File: src/rtl/branch_resolve_queue.sv
// rtl/branch_resolve_queue.sv - resolved-branch FIFO feeding the BTB update port, with registered redirect
// Head entry drives result_* combinationally; mispredict/redirect_PC are registered from the enqueue cycle.
`ifndef XLEN
`define XLEN 32
`endif
`ifndef SD
`define SD
`endif

module branch_resolve_queue #(
  parameter int DEPTH = 4,
  parameter int CNT_W = $clog2(DEPTH) + 1
) (
  input  logic               clock,
  input  logic               reset,
  input  logic               ex_valid,
  output logic               ex_ready,
  input  logic [`XLEN-1:0]   ex_PC,
  input  logic               ex_taken,
  input  logic [`XLEN-1:0]   ex_target_PC,
  input  logic               ex_pred_taken,
  input  logic [`XLEN-1:0]   ex_pred_target_PC,
  input  logic               result_ready,
  output logic               result_branch,
  output logic               result_taken,
  output logic [`XLEN-1:0]   result_PC,
  output logic [`XLEN-1:0]   result_target_PC,
  output logic               mispredict,
  output logic [`XLEN-1:0]   redirect_PC,
  output logic [CNT_W-1:0]   count
);

  localparam int PTR_W = $clog2(DEPTH);

  logic [`XLEN-1:0] r_pc_mem    [DEPTH];
  logic [`XLEN-1:0] r_tgt_mem   [DEPTH];
  logic             r_taken_mem [DEPTH];

  logic [PTR_W-1:0] r_head;
  logic [PTR_W-1:0] r_tail;
  logic [CNT_W-1:0] r_count;
  logic             r_mispredict;
  logic [`XLEN-1:0] r_redirect_PC;

  logic             w_enq;
  logic             w_deq;
  logic             w_empty;
  logic             w_mispred;
  logic [`XLEN-1:0] w_next_pc;

  // ex_ready looks only at occupancy, so a full queue never accepts even while draining.
  assign ex_ready  = (r_count < CNT_W'(DEPTH));
  assign w_empty   = (r_count == '0);
  assign w_enq     = ex_valid && ex_ready;
  assign w_deq     = !w_empty && result_ready;

  assign w_mispred = (ex_taken != ex_pred_taken) ||
                     (ex_taken && (ex_target_PC != ex_pred_target_PC));
  assign w_next_pc = ex_taken ? ex_target_PC : (ex_PC + `XLEN'(4));

  assign result_branch    = !w_empty;
  assign result_taken     = w_empty ? 1'b0 : r_taken_mem[r_head];
  assign result_PC        = w_empty ? '0   : r_pc_mem[r_head];
  assign result_target_PC = w_empty ? '0   : r_tgt_mem[r_head];

  assign mispredict  = r_mispredict;
  assign redirect_PC = r_redirect_PC;
  assign count       = r_count;

  // Entry storage is deliberately left out of reset; only pointers and count define validity.
  always_ff @(posedge clock) begin
    if (!reset && w_enq) begin
      r_pc_mem[r_tail]    <= `SD ex_PC;
      r_tgt_mem[r_tail]   <= `SD ex_target_PC;
      r_taken_mem[r_tail] <= `SD ex_taken;
    end
  end

  always_ff @(posedge clock) begin
    if (reset) begin
      r_head        <= `SD '0;
      r_tail        <= `SD '0;
      r_count       <= `SD '0;
      r_mispredict  <= `SD 1'b0;
      r_redirect_PC <= `SD '0;
    end else begin
      if (w_enq) begin
        r_tail <= `SD r_tail + 1'b1;
      end
      if (w_deq) begin
        r_head <= `SD r_head + 1'b1;
      end
      if (w_enq && !w_deq) begin
        r_count <= `SD r_count + 1'b1;
      end else if (!w_enq && w_deq) begin
        r_count <= `SD r_count - 1'b1;
      end
      r_mispredict <= `SD w_enq && w_mispred;
      if (w_enq && w_mispred) begin
        r_redirect_PC <= `SD w_next_pc;
      end
    end
  end

endmodule

File: config.mk
export PLATFORM = sky130hd
export DESIGN_NAME = branch_resolve_queue
export DESIGN_NICKNAME = d
export VERILOG_FILES = /design/src/rtl/branch_resolve_queue.sv
export SDC_FILE = /design/constraint.sdc
export NUM_CORES = 1
export LEC_CHECK = 0
export BUFFER_PORTS_ARGS = -buffer_cell sky130_fd_sc_hd__buf_2
export CAP_MARGIN = 20
export CORE_AREA = 2 2 178 180
export CTS_CLUSTER_DIAMETER = 60
export DETAILED_ROUTE_END_ITERATION = 7
export DIE_AREA = 0 0 180 182
export SYNTH_ARGS = -nofsm -noshare
export SYNTH_HDL_FRONTEND = slang
export SYNTH_SLANG_ARGS = --single-unit
File: constraint.sdc
create_clock -name clock -period 8.3 [get_ports clock]
set_clock_uncertainty 0.2 [all_clocks]
set_input_delay 0.83 -clock clock [delete_from_list [all_inputs] [get_ports clock]]
set_output_delay 0.83 -clock clock [all_outputs]
set_load 0.02 [all_outputs]
==> results.toml <==
[placement]
placed_area_sq_um = 14200
dp_hpwl_um = 21600
place.gp.congestion = 0.840
io_buffer_count = 204
placed_cells = 1344

[layout]
layout.nets = 1088
most-common-layout-cells = "edfxtp_1, buf_2, and2_1, mux4_2, xnor2_1"
drive_gt1_frac = 0.350
final_core_util = 0.491
final_cell_area_sq_um = 15200
final_cells = 1404
num_antenna_cells = 0
final_common_cell = "edfxtp_1"
fill_cells = 2690
areaGrowthSynthToFinish_pct = 19.2

[run]
max_cap_viol_count = 0

[drt]
wl_per_cell_um = 23.3
drt_iter0_drc = 567
final_antenna_net_count = 0
viasPerCell = 5.42
route.detailed.drc = 0
wl_um = 32700
detail_route.first_pass.iterations = 5
num_vias = 7613

[critical_path]
slowest_stage = "dfxtp_4"
crit_fanout = 35
end_kind = "primary output"
cp-start-kind = "register"
cp_slowest_stage_delay_ns = 0.76
crit_type = "reg -> out"
crit_arrival_ns = 2.93
rr_startpoint = "count[2]$_SDFFE_PP0P_"
ff2ff_setup_slack_ns = 5.44
path_cells = "buf_4, mux4_2, and2_1, buf_2"
critPathRequiredTime_ns = 7.27

[global_routing]
grt_busiest_layer = "met2"
grt_first_pass_wirelength_um = 48500
use_met3 = 0.0439
grt_antenna_before_repair = 0
grt_util_met2 = 0.321
met1_usage = 0.277
gr-total-overflow = 0
grt_usage = 0.198
grt_pass1_vias = 7676
grt_max_degree = 69

[synthesis]
ys_seq_elements = 302
synthArstFlopShare = 0
synth_seq_area_share = 0.678
synth_cell_types = 47
syn_nets = 881
ys_warn_count = 0
synthCells = 772
synth_edf_count = 260
syn-cell-area_sq_um = 12800
yosys_most_used_dff = "edfxtp_1"
syn_avg_cell_area_sq_um = 16.5

[power]
power_density_nw_per_um2 = 292
vdd_ir_drop_max_mv = 0.155
p_leak_nw = 5.30

[timing]
final.min_clock_period_ns = 3.96
rsz0062_at_grt = "false"
tightest_slew_ns = 0.917
maxSlewHeadroom = 0.384
finalCritPeriodShare = 0.478
tns_ns = 0
hold_viol_final = 0
slew_violations = 0
fmax_ghz = 0.252
whs_ns = 0.277
finalSetupViolations = 0

[die]
coreArea_sq_um = 31000
ioPinCount = 205
die_y_um = 182
die_w_um = 180
start_util = 0.412
dieArea_sq_um = 32800
rows = 65

[min_path]
worstHoldPathType = "reg -> reg"
hp-start = "redirect_PC[21]$_SDFFE_PP0P_"

[clock_tree]
holdBufCountCts = 0
clk_latency_ns = 0.51
clock_path_buffers = 3
cts_root_buffer = "clkbuf_16"
postCtsSetupRepairBufs = 0
cts-htree-levels = 2
cts_tree = "yes"
cts.sinks = 302
cts-buffers-inserted = 35
cts.clk_slew.worst_paths_ns = 0.06
cts_resized = 0

[run_status]
outcome = "complete, no violations"
==> logic make-up after synthesis <==
kind of cell / share of synthesized area
DFF: 0.678
and+or+nand+nor: 0.0854
AOI/OAI and AO/OA: 0.0509
muxes: 0.119
xor gates and xnor gates: 0.0426
buffers and inverters: 0.0172
adders and majority gates: 0.00745
==> final timing paths <==
path                                                      to  depth (start not counted)
worst min-delay path            redirect_PC[21]$_SDFFE_PP0P_                          2
worst max-delay path                    result_target_PC[17]                          4
worst min register to register  redirect_PC[21]$_SDFFE_PP0P_                          2
worst max register to register         count[2]$_SDFFE_PP0P_                          9
==> per-stage QoR <==
stage / setup slack [ns] / power, W
detailed placement: 3.98 / 0.00311
finish: 4.34 / 0.00444
floorplan: 4.53 / 0.00268
global placement: 4.08 / 0.00310
CTS: 4.20 / 0.00449
global route: 4.07 / 0.00464
==> layer usage <==
| metal | up-vias | part of all wire | wire length (um) |
|---|---|---|---|
| li1 | 3459 | - | - |
| met1 | 3837 | 0.44 | 14300 |
| met2 | 281 | 0.48 | 15600 |
| met3 | 36 | 0.071 | 2320 |
| met4 | 0 | 0.015 | 474 |
| met5 | - | 0 | 0 |
==> sequential cells by signal, summed over array words and instances, names as in the netlist, named ones only <==
signal and cells:
count 3, mispredict 1, r_head 2, r_pc_mem 128
r_tail 2, r_taken_mem 4, r_tgt_mem 128, redirect_PC 32
==> worst max-delay path, delay by kind of cell (launching register included) <==
family	cells	cell delay (ns)
and+or+nand+nor	1	0.17
DFF	1	0.76
buffers and inverters	2	0.84
muxes	1	0.60
==> cells in the mapped netlist (all sizes together), types with 5 or more instances <==
cell	instances	area share
edfxtp	260	0.61
and2	69	0.034
mux4	65	0.11
xnor2	46	0.032
dfxtp	42	0.066
clkbuf	32	0.0094
o21ai	25	0.0098
nand2	24	0.0071
a21oi	19	0.0075
nand3	19	0.0075
nand4	18	0.010
xor2	16	0.011
buf	13	0.0054
nor2	13	0.0038
o2111ai	12	0.0082
a31o	10	0.0069
nor3	10	0.0039
and3	8	0.0039
inv	7	0.0021
o21a	7	0.0041
ha	6	0.0059
nand2b	5	0.0025
nor4	5	0.0046
or3	5	0.0025
==> cell type report <==
class	count	area, sq um	area share
clock buffers	43	926	0.0609
clock inverters	17	96.3	0.00633
inverters	8	30.0	0.00197
multi-input cells	417	3900	0.256
flip-flops and latches	302	8650	0.569
well taps	402	503	0.0331
repair buffers	215	1100	0.0726
==> where the power goes <==
part           total (W)  internal [W]  switching (W)  leakage (nW)
logic            0.00120      0.000506       0.000693          2.10
registers        0.00186       0.00176      0.0000926          2.70
clock network    0.00138      0.000795       0.000585         0.500
total            0.00444       0.00306        0.00137          5.30
No activity file was read; power rests on OpenSTA's default activity.
